`config.mk`:
```
export PLATFORM = sky130hd
export DESIGN_NAME = sa_feeder
export DESIGN_NICKNAME = d
export VERILOG_FILES = /design/src/rtl/sa_feeder_pkg.sv /design/src/rtl/sa_feeder_skew_line.sv /design/src/rtl/sa_feeder.sv
export SDC_FILE = /design/constraint.sdc
export NUM_CORES = 1
export LEC_CHECK = 0
export ABC_AREA = 1
export CORE_ASPECT_RATIO = 0.6
export CORE_MARGIN = 5
export CORE_UTILIZATION = 65
export CTS_CLUSTER_DIAMETER = 80
export CTS_CLUSTER_SIZE = 20
export DETAILED_ROUTE_END_ITERATION = 6
export DONT_BUFFER_PORTS = 1
export PLACE_DENSITY = 0.81
export REMOVE_ABC_BUFFERS = 1
export SYNTH_ARGS = -nofsm -noshare
export SYNTH_HDL_FRONTEND = slang
export SYNTH_SLANG_ARGS = --single-unit
```
`constraint.sdc`:
```
create_clock -name CLK -period 4.4 [get_ports CLK]
set_clock_uncertainty 0.05 [all_clocks]
set_input_delay 0.44 -clock CLK [delete_from_list [all_inputs] [get_ports CLK]]
set_output_delay 0.44 -clock CLK [all_outputs]
set_load 0.05 [all_outputs]
```
`src/rtl/sa_feeder_pkg.sv`:
```
// Shared definitions for the systolic-array input feeder: FSM encoding and
// the flush-length helper.
package sa_feeder_pkg;

    typedef enum logic [2:0] {
        ST_IDLE   = 3'd0,
        ST_CLEAR  = 3'd1,
        ST_STREAM = 3'd2,
        ST_FLUSH  = 3'd3,
        ST_DONE   = 3'd4
    } state_e;

    // Zero-padding cycles after the last vector: N-1 skew cycles, N-1 hops
    // across the grid, the PE latency, and the output register.
    function automatic int flush_cycles(input int n, input int pe_lat);
        return 2 * n - 1 + pe_lat;
    endfunction

endpackage

```
`src/rtl/sa_feeder_skew_line.sv`:
```
// Fixed-depth delay line for one operand lane. DEPTH = 0 is a wire.
module skew_line #(
    parameter int DEPTH = 1,
    parameter int WIDTH = 8
) (
    input  logic             clk_i,
    input  logic             rst_i,
    input  logic             clr_i,
    input  logic [WIDTH-1:0] d_i,
    output logic [WIDTH-1:0] q_o
);

    generate
        if (DEPTH == 0) begin : g_pass
            // Lane 0 has no skew; only the feeder's output register delays it.
            logic unused_ok;
            assign unused_ok = ^{clk_i, rst_i, clr_i};
            assign q_o       = d_i;
        end else begin : g_shift
            logic [DEPTH-1:0][WIDTH-1:0] sr_q;

            // Shift one stage per cycle; clear drops any in-flight operands.
            always_ff @(posedge clk_i) begin
                if (rst_i || clr_i) begin
                    sr_q <= '0;
                end else begin
                    sr_q[0] <= d_i;
                    for (int i = 1; i < DEPTH; i++) begin
                        sr_q[i] <= sr_q[i-1];
                    end
                end
            end

            assign q_o = sr_q[DEPTH-1];
        end
    endgenerate

endmodule

```
`src/rtl/sa_feeder.sv`:
```
// Input sequencer for an N x N output-stationary systolic array: accepts
// A-column / B-row vectors, applies the diagonal skew, clears the PEs before
// a job and pads zeros until the last product has landed, then pulses done.
module sa_feeder
    import sa_feeder_pkg::*;
#(
    parameter int N      = 8,
    parameter int WIDTH  = 8,
    parameter int KW     = 16,
    parameter int PE_LAT = 1
) (
    input  logic               CLK,
    input  logic               RST,
    input  logic               start,
    input  logic [KW-1:0]      k_len,
    input  logic               in_valid,
    output logic               in_ready,
    input  logic [WIDTH*N-1:0] in_a,
    input  logic [WIDTH*N-1:0] in_b,
    output logic [WIDTH*N-1:0] AA,
    output logic [WIDTH*N-1:0] BB,
    output logic               pe_rst,
    output logic               busy,
    output logic               done
);

    localparam int F  = flush_cycles(N, PE_LAT);
    localparam int FW = $clog2(F + 1);

    state_e             state_q;
    logic [KW-1:0]      cnt_q;
    logic [FW-1:0]      fcnt_q;
    logic               in_ready_q;
    logic               pe_rst_q;
    logic               busy_q;
    logic               done_q;
    logic [WIDTH*N-1:0] aa_q;
    logic [WIDTH*N-1:0] bb_q;

    logic               xfer;
    logic               clr;
    logic [WIDTH*N-1:0] a_in;
    logic [WIDTH*N-1:0] b_in;
    logic [WIDTH*N-1:0] a_sk;
    logic [WIDTH*N-1:0] b_sk;

    // Non-transfer cycles inject a zero vector so every lane still advances
    // and the diagonal alignment is preserved.
    assign xfer = (state_q == ST_STREAM) && in_ready_q && in_valid;
    assign clr  = (state_q == ST_CLEAR);
    assign a_in = xfer ? in_a : '0;
    assign b_in = xfer ? in_b : '0;

    genvar z;
    generate
        for (z = 0; z < N; z++) begin : g_lane
            skew_line #(.DEPTH(z), .WIDTH(WIDTH)) u_skew_a (
                .clk_i (CLK),
                .rst_i (RST),
                .clr_i (clr),
                .d_i   (a_in[z*WIDTH +: WIDTH]),
                .q_o   (a_sk[z*WIDTH +: WIDTH])
            );
            skew_line #(.DEPTH(z), .WIDTH(WIDTH)) u_skew_b (
                .clk_i (CLK),
                .rst_i (RST),
                .clr_i (clr),
                .d_i   (b_in[z*WIDTH +: WIDTH]),
                .q_o   (b_sk[z*WIDTH +: WIDTH])
            );
        end
    endgenerate

    // Common output register after the skew lines (lane z latency = z + 1).
    always_ff @(posedge CLK) begin
        if (RST) begin
            aa_q <= '0;
            bb_q <= '0;
        end else begin
            aa_q <= a_sk;
            bb_q <= b_sk;
        end
    end

    // Job sequencer; all control outputs are registered alongside the state.
    always_ff @(posedge CLK) begin
        if (RST) begin
            state_q    <= ST_IDLE;
            cnt_q      <= '0;
            fcnt_q     <= '0;
            in_ready_q <= 1'b0;
            pe_rst_q   <= 1'b1;
            busy_q     <= 1'b0;
            done_q     <= 1'b0;
        end else begin
            case (state_q)
                ST_IDLE: begin
                    pe_rst_q   <= 1'b0;
                    in_ready_q <= 1'b0;
                    busy_q     <= 1'b0;
                    done_q     <= 1'b0;
                    if (start) begin
                        cnt_q    <= k_len;
                        pe_rst_q <= 1'b1;
                        busy_q   <= 1'b1;
                        state_q  <= ST_CLEAR;
                    end
                end
                ST_CLEAR: begin
                    pe_rst_q <= 1'b0;
                    fcnt_q   <= '0;
                    if (cnt_q == '0) begin
                        state_q <= ST_FLUSH;
                    end else begin
                        in_ready_q <= 1'b1;
                        state_q    <= ST_STREAM;
                    end
                end
                ST_STREAM: begin
                    // cnt_q is at least 1 here, so the decrement cannot wrap.
                    if (xfer) begin
                        cnt_q <= cnt_q - KW'(1);
                        if (cnt_q == KW'(1)) begin
                            in_ready_q <= 1'b0;
                            state_q    <= ST_FLUSH;
                        end
                    end
                end
                ST_FLUSH: begin
                    if (fcnt_q == FW'(F - 1)) begin
                        done_q  <= 1'b1;
                        state_q <= ST_DONE;
                    end else begin
                        fcnt_q <= fcnt_q + FW'(1);
                    end
                end
                ST_DONE: begin
                    done_q  <= 1'b0;
                    busy_q  <= 1'b0;
                    state_q <= ST_IDLE;
                end
                default: begin
                    in_ready_q <= 1'b0;
                    done_q     <= 1'b0;
                    busy_q     <= 1'b0;
                    state_q    <= ST_IDLE;
                end
            endcase
        end
    end

    assign AA       = aa_q;
    assign BB       = bb_q;
    assign in_ready = in_ready_q;
    assign pe_rst   = pe_rst_q;
    assign busy     = busy_q;
    assign done     = done_q;

endmodule

```
* Word-level counts from Yosys, hierarchy flattened
Index checks and enable logic that the tools add are counted.
** Word-level totals
- Output and inout port bits :: 132
- Bits of input ports :: 148
- Bits in read-only memories :: 0
- Memory bits (writable) :: 0
- Memories :: 0
- Logic and storage cells :: 122
- Bits in latches :: 0
- Flip-flop bits (word level) :: 604
** Operators by class
- Muxes and demuxes :: 20
- Div/mod/pow operators :: 0
- Reductions and logical operators :: 18
- Equal/unequal tests :: 12
- Bitwise gates (word level) :: 3
- $mul :: 0
- Magnitude comparators :: 0
- Shifts and indexed selects :: 0
- $add $sub $neg :: 2
** Operators by type and width (number)
- 16-bit 2-to-1 mux :: 2
- 16-bit case mux with 2 select lines :: 1
- 16-bit by 1-bit equality test with 1-bit output, second input constant :: 1
- 16-bit zero test :: 1
- 16-bit by 1-bit subtractor with 16-bit output, second input constant :: 1
- 3-bit 2-to-1 mux :: 4
- 3-bit case mux with 4 select lines :: 1
- 2-bit != test, second input constant :: 5
- 5-bit case mux with 2 select lines :: 1
- 4-bit AND reduction :: 2
- 2-bit OR reduction :: 4
- 3-bit by 2-bit equality test with 1-bit output, second input constant :: 2
- 1-bit 2-to-1 mux :: 6
- 1-bit case mux with 2 select lines :: 3
- 2-bit nonzero test :: 3
- 5-bit by 1-bit adder with 5-bit output, second input constant :: 1
- 5-bit by 4-bit equality test with 1-bit output, second input constant :: 1
- 5-bit 2-to-1 mux :: 1
- 2-bit AND reduction :: 2
- 3-bit by 1-bit equality test with 1-bit output, second input constant :: 1
- 3-bit equality test, second input constant :: 1
- 3-bit zero test :: 1
- 1-bit inverter :: 3
- 1-bit case mux with 3 select lines :: 1
- 5 further kinds :: 6

* Depth between registers and ports, before layout
- Depth in word-level cells :: 5
- Depth in mapped cells :: 10
- Mapped depth without buffers :: 10

* Modules after synthesis
A second synthesis with hierarchy kept.
** Unflattened totals
- Cells, all modules :: 2492
- Area, all modules :: 21514.4 um2
** By module, submodules not included
- sa_feeder :: instances 1, cells each 952, area each 6500.0 um2
- skew_line (g_lane[7].u_skew_a ...) :: instances 2, cells each 185, area each 1757.9 um2
- skew_line (g_lane[6].u_skew_a ...) :: instances 2, cells each 160, area each 1606.5 um2
- skew_line (g_lane[5].u_skew_a ...) :: instances 2, cells each 135, area each 1320.0 um2
- skew_line (g_lane[4].u_skew_a ...) :: instances 2, cells each 110, area each 1127.3 um2
- skew_line (g_lane[3].u_skew_a ...) :: instances 2, cells each 85, area each 812.0 um2
- skew_line (g_lane[2].u_skew_a ...) :: instances 2, cells each 60, area each 564.3 um2
- skew_line (g_lane[1].u_skew_a ...) :: instances 2, cells each 27, area each 259.0 um2
- skew_line (g_lane[0].u_skew_a ...) :: instances 2, cells each 8, area each 60.1 um2

* Worst setup path before layout
Ideal clock, no wire load.
- Path kind :: reg-to-reg
- Start point :: register fcnt_q[0]
- End point :: register done_q, in the netlist done
- Arrival time :: 1.390 ns
- Setup slack :: 2.839 ns
- Stages on the path, launching flop included :: 10
- Period minus slack after synthesis :: 1.561 ns
- Cell sequence :: dfxtp_1 ha_1 nand2_1 nor2_1 ha_1 inv_1 o211ai_2 inv_1 o21ai_0 a21oi_1
** On the way
- Longest elaborated chain between the ends :: 3
** Ends and longest elaborated chain
- start: declaration :: RTL line sa_feeder.sv:32 : logic [FW-1:0] fcnt_q;
- start signal: assignment :: RTL line sa_feeder.sv:134 : fcnt_q <= fcnt_q + FW'(1);
- 5-bit by 4-bit equality test with 1-bit output :: RTL line sa_feeder.sv:130 : if (fcnt_q == FW'(F - 1)) begin
- 2-bit != test (no line)
- 2-bit AND reduction (no line)
- end signal: assignment :: RTL line sa_feeder.sv:131 : done_q <= 1'b1;
- end signal: assignment :: RTL line sa_feeder.sv:138 : done_q <= 1'b0;
- end signal: assignment :: RTL line sa_feeder.sv:144 : done_q <= 1'b0;
- end: declaration :: RTL line sa_feeder.sv:36 : logic done_q;
Every way passes these cells.
A chain may end at the register's enable or synchronous reset.

* Worst setup path in the final report
- Start point :: register state_q[1]
- End point :: register aa_q[0], in the netlist AA[0]
** On the way
- Longest elaborated chain between the ends :: 5
** Ends and longest elaborated chain
- start: declaration :: RTL line sa_feeder.sv:30 : state_e state_q;
- start signal: assignment :: RTL line sa_feeder.sv:88 : state_q <= ST_IDLE;
- start signal: assignment :: RTL line sa_feeder.sv:106 : state_q <= ST_CLEAR;
- start signal: assignment :: RTL line sa_feeder.sv:113 : state_q <= ST_FLUSH;
- 3-bit by 2-bit equality test with 1-bit output :: RTL line sa_feeder.sv:49 : assign xfer = (state_q == ST_STREAM) && in_ready_q && in_valid;
- 1-bit logical AND (2 in a row) :: RTL line sa_feeder.sv:49
- 1-bit inverter (no line)
- 2-bit OR reduction (no line)
- end signal: assignment :: RTL line sa_feeder.sv:80 : aa_q <= a_sk;
- end: declaration :: RTL line sa_feeder.sv:37 : logic [WIDTH*N-1:0] aa_q;
Every way passes these cells.

==> flow_summary.yaml <==
floorplan:
  die_h_microns: 138.9
  rows: 47
  die_area_sq_mm: 0.03125
  die_x_microns: 224.9
  coreArea_sq_mm: 0.02746
  initial_core_util: 0.6558
  boundaryPins: 280
logic_synthesis:
  synthesis.area_sq_mm: 0.01801
  synth_common_cells: "nor2_1, dfxtp_1, inv_1, nand2_1, buf_2"
  yosys_most_used_dff: "dfxtp_1"
  yosysTopAreaCell: "dfxtp_1"
  synth_seq_cells: 604
  yosysMostFrequentCell: "nor2_1"
  ys_seq_area_frac: 0.6714
  synth_cell_types: 32
  synth_edf_count: 0
  ys_warn_count: 0
  yosys-top-cells-area: "dfxtp_1, nor2_1, inv_1, nand2_1, buf_2"
  avgSynthCellArea_sq_um: 8.684
  yosysTopAreaCellShare: 0.6714
  async_reset_ff_frac: 0
  synthCells: 2074
finish:
  drive_above_1_share: 0.03037
  final_nets: 2324
  fill_cells: 1747
  seqCellArea_sq_mm: 0.01209
  finalInstanceArea_sq_mm: 0.02039
  utilization: 0.7424
  multi_input_area_sq_mm: 0.003239
  area_delta_synth_final_pct: 13.20
grt:
  grt_pass1_wl_microns: 58220
  grt_pass1_vias: 11520
  grt_max_degree: 128
  gr-usage-all-layers: 0.2285
  overflow: 0
  antenna_found_initial: 0
sta:
  setup_violations: 0
  relSlewSlack: 0.2355
  worst_pin_slew_ns: 1.147
  final.period_utilization: 0.6381
  rsz0062_at_grt: "no"
  holdWs_ns: 0.03538
  hold_viol: 0
  clock.fmax_mhz: 356.2
  finalMaxSlewViolations: 0
  fin_crit_ns: 2.807
detailed_routing:
  firstDrtPassIters: 5
  highest_layer: "met4"
  num_vias: 11580
  wl_met1_microns: 14820
  dr_wl_met3_microns: 2680
  ant_nets: 0
  drt_wl_total_microns: 36350
  drc: 0
  routed_via_density: 4.558
  route.met2.wl_microns: 17660
  wl_per_cell_microns: 14.30
  drt_iter0_markers: 772
setup_path:
  slowest_delay_ns: 0.64
  path_delay_family: "simple AND/OR/NAND/NOR gates"
  path_buf_inv: 2
  crit_slowest_cell: "dfxtp_1"
  path_cells: "nand3_4 > inv_4 > nand3_4 > buf_4 > nor2_1"
  cp.arrival_ns: 3.20
  cp.required_ns: 4.79
  crit_path_frequent_cell: "nand3_4"
  path_class: "register to register"
  cp_max_fo: 77
  reg2reg_depth: 5
  start_kind: "register"
  crit_start: "state_q[1]$_SDFFE_PP0P_"
  cp.depth: 5
  endpoint_kind: "register"
  crit-reg2reg-launch: "state_q[1]$_SDFFE_PP0P_"
cts:
  cts_tree: "yes"
  post_cts_buffers: 0
  numCtsBuffers: 36
  cts-htree-levels: 2
  clock_latency_ns: 0.53
  cts.sinks: 604
  root_buffer: "clkbuf_16"
  cts_hold_buf: 122
  cts_resized: 0
  clockBufferDepth: 3
  clk_pin_slew_ns: 0.09
hold_path:
  hold-path-cell-count: 2
  hp-class: "primary input to register"
  min-delay-start: "in_b[42]"
pwr:
  p_leak_nw: 8.219
  max-vdd-ir-drop_v: 0.0004037
  power_density_mw_per_mm2: 468.1
  total_power_mw: 9.543
placed_design:
  io_buffers: 0
  routabilityCongestion: 0.8510
  dp_hpwl_microns: 19420
  placed_area_sq_mm: 0.01815
flow_run:
  max_cap_violations: 0
run_status:
  status: "completed"
[final cells by class]
class	count	area share
multi-input combinational	791	0.1589
inverter	608	0.1121
clock inverter	2	0.001596
antenna	1	0.0001227
clock buffer	38	0.04664
tap	367	0.02252
sequential	604	0.5931
timing repair buffer	130	0.06505
[metrics by stage]
step	cells	setup TNS [ns]	setup WS, ns
2_1_floorplan	2003	-624.22	-2.166
3_3_place_gp	2377	0	1.872
3_5_place_dp	2377	0	1.669
4_1_cts	2539	0	1.659
5_1_grt	2540	0	1.402
6_report	2541	0	1.593
[path summary, 6_finish.rpt]
kind	to	slack [ns]
setup / recovery	AA[0]$_SDFF_PP0_	1.59
hold / removal	g_lane[5].u_skew_b.g_shift.sr_q[2]$_SDFF_PP0_	0.04
setup reg to reg	AA[0]$_SDFF_PP0_	1.59
hold reg to reg	g_lane[4].u_skew_b.g_shift.sr_q[13]$_SDFF_PP0_	0.35
[routing by layer]
metal	vias up	track usage
li1	5856	-
met4	0	0.07461
met2	383	0.3948
met5	-	0
met1	5261	0.2809
met3	82	0.05902
[kinds of logic after synthesis]
group | synth area share
AOI/OAI and AO/OA | 0.01376
buffers and inverters | 0.1499
and+or+nand+nor | 0.1606
xor gates and xnor gates | 0.0009728
DFF | 0.6714
adders and majority gates | 0.003474
[worst reg2reg max path, delay by kind of cell, from the launching register on]
family | cells | cell delay, ns
AND/OR/NAND/NOR | 3 | 1.16
buffers and inverters | 2 | 0.88
flip-flops | 1 | 0.64
[sequential cells by signal (all words and copies together), names as in the netlist]
name,cells
g_lane.u_skew_a.q_o,56
pe_rst,1
g_lane.u_skew_a.g_shift.sr_q,168
BB,64
in_ready,1
g_lane.u_skew_b.g_shift.sr_q,168
done,1
busy,1
fcnt_q,5
g_lane.u_skew_b.q_o,56
state_q,3
AA,64
cnt_q,16
[cell usage in the layout (no fill, tap or decap), drive strengths merged, types with 2 or more instances in the layout]
cell,instances
nor2,633
inv,609
dfxtp,604
dlygate4sd3,122
nand2,68
clkbuf,38
nand3,26
a21oi,24
o21ai,13
buf,8
ha,5
nor3,5
or2,3
nand3b,3
o211ai,3
o22ai,2
o21bai,2
xor2,2
[power breakdown]
group / switching, mW / internal [mW]
logic: 0.468 / 0.235
registers: 0.0770 / 5.51
clock network: 1.70 / 1.55
total: 2.24 / 7.30
(Power assumes the default switching activity.)
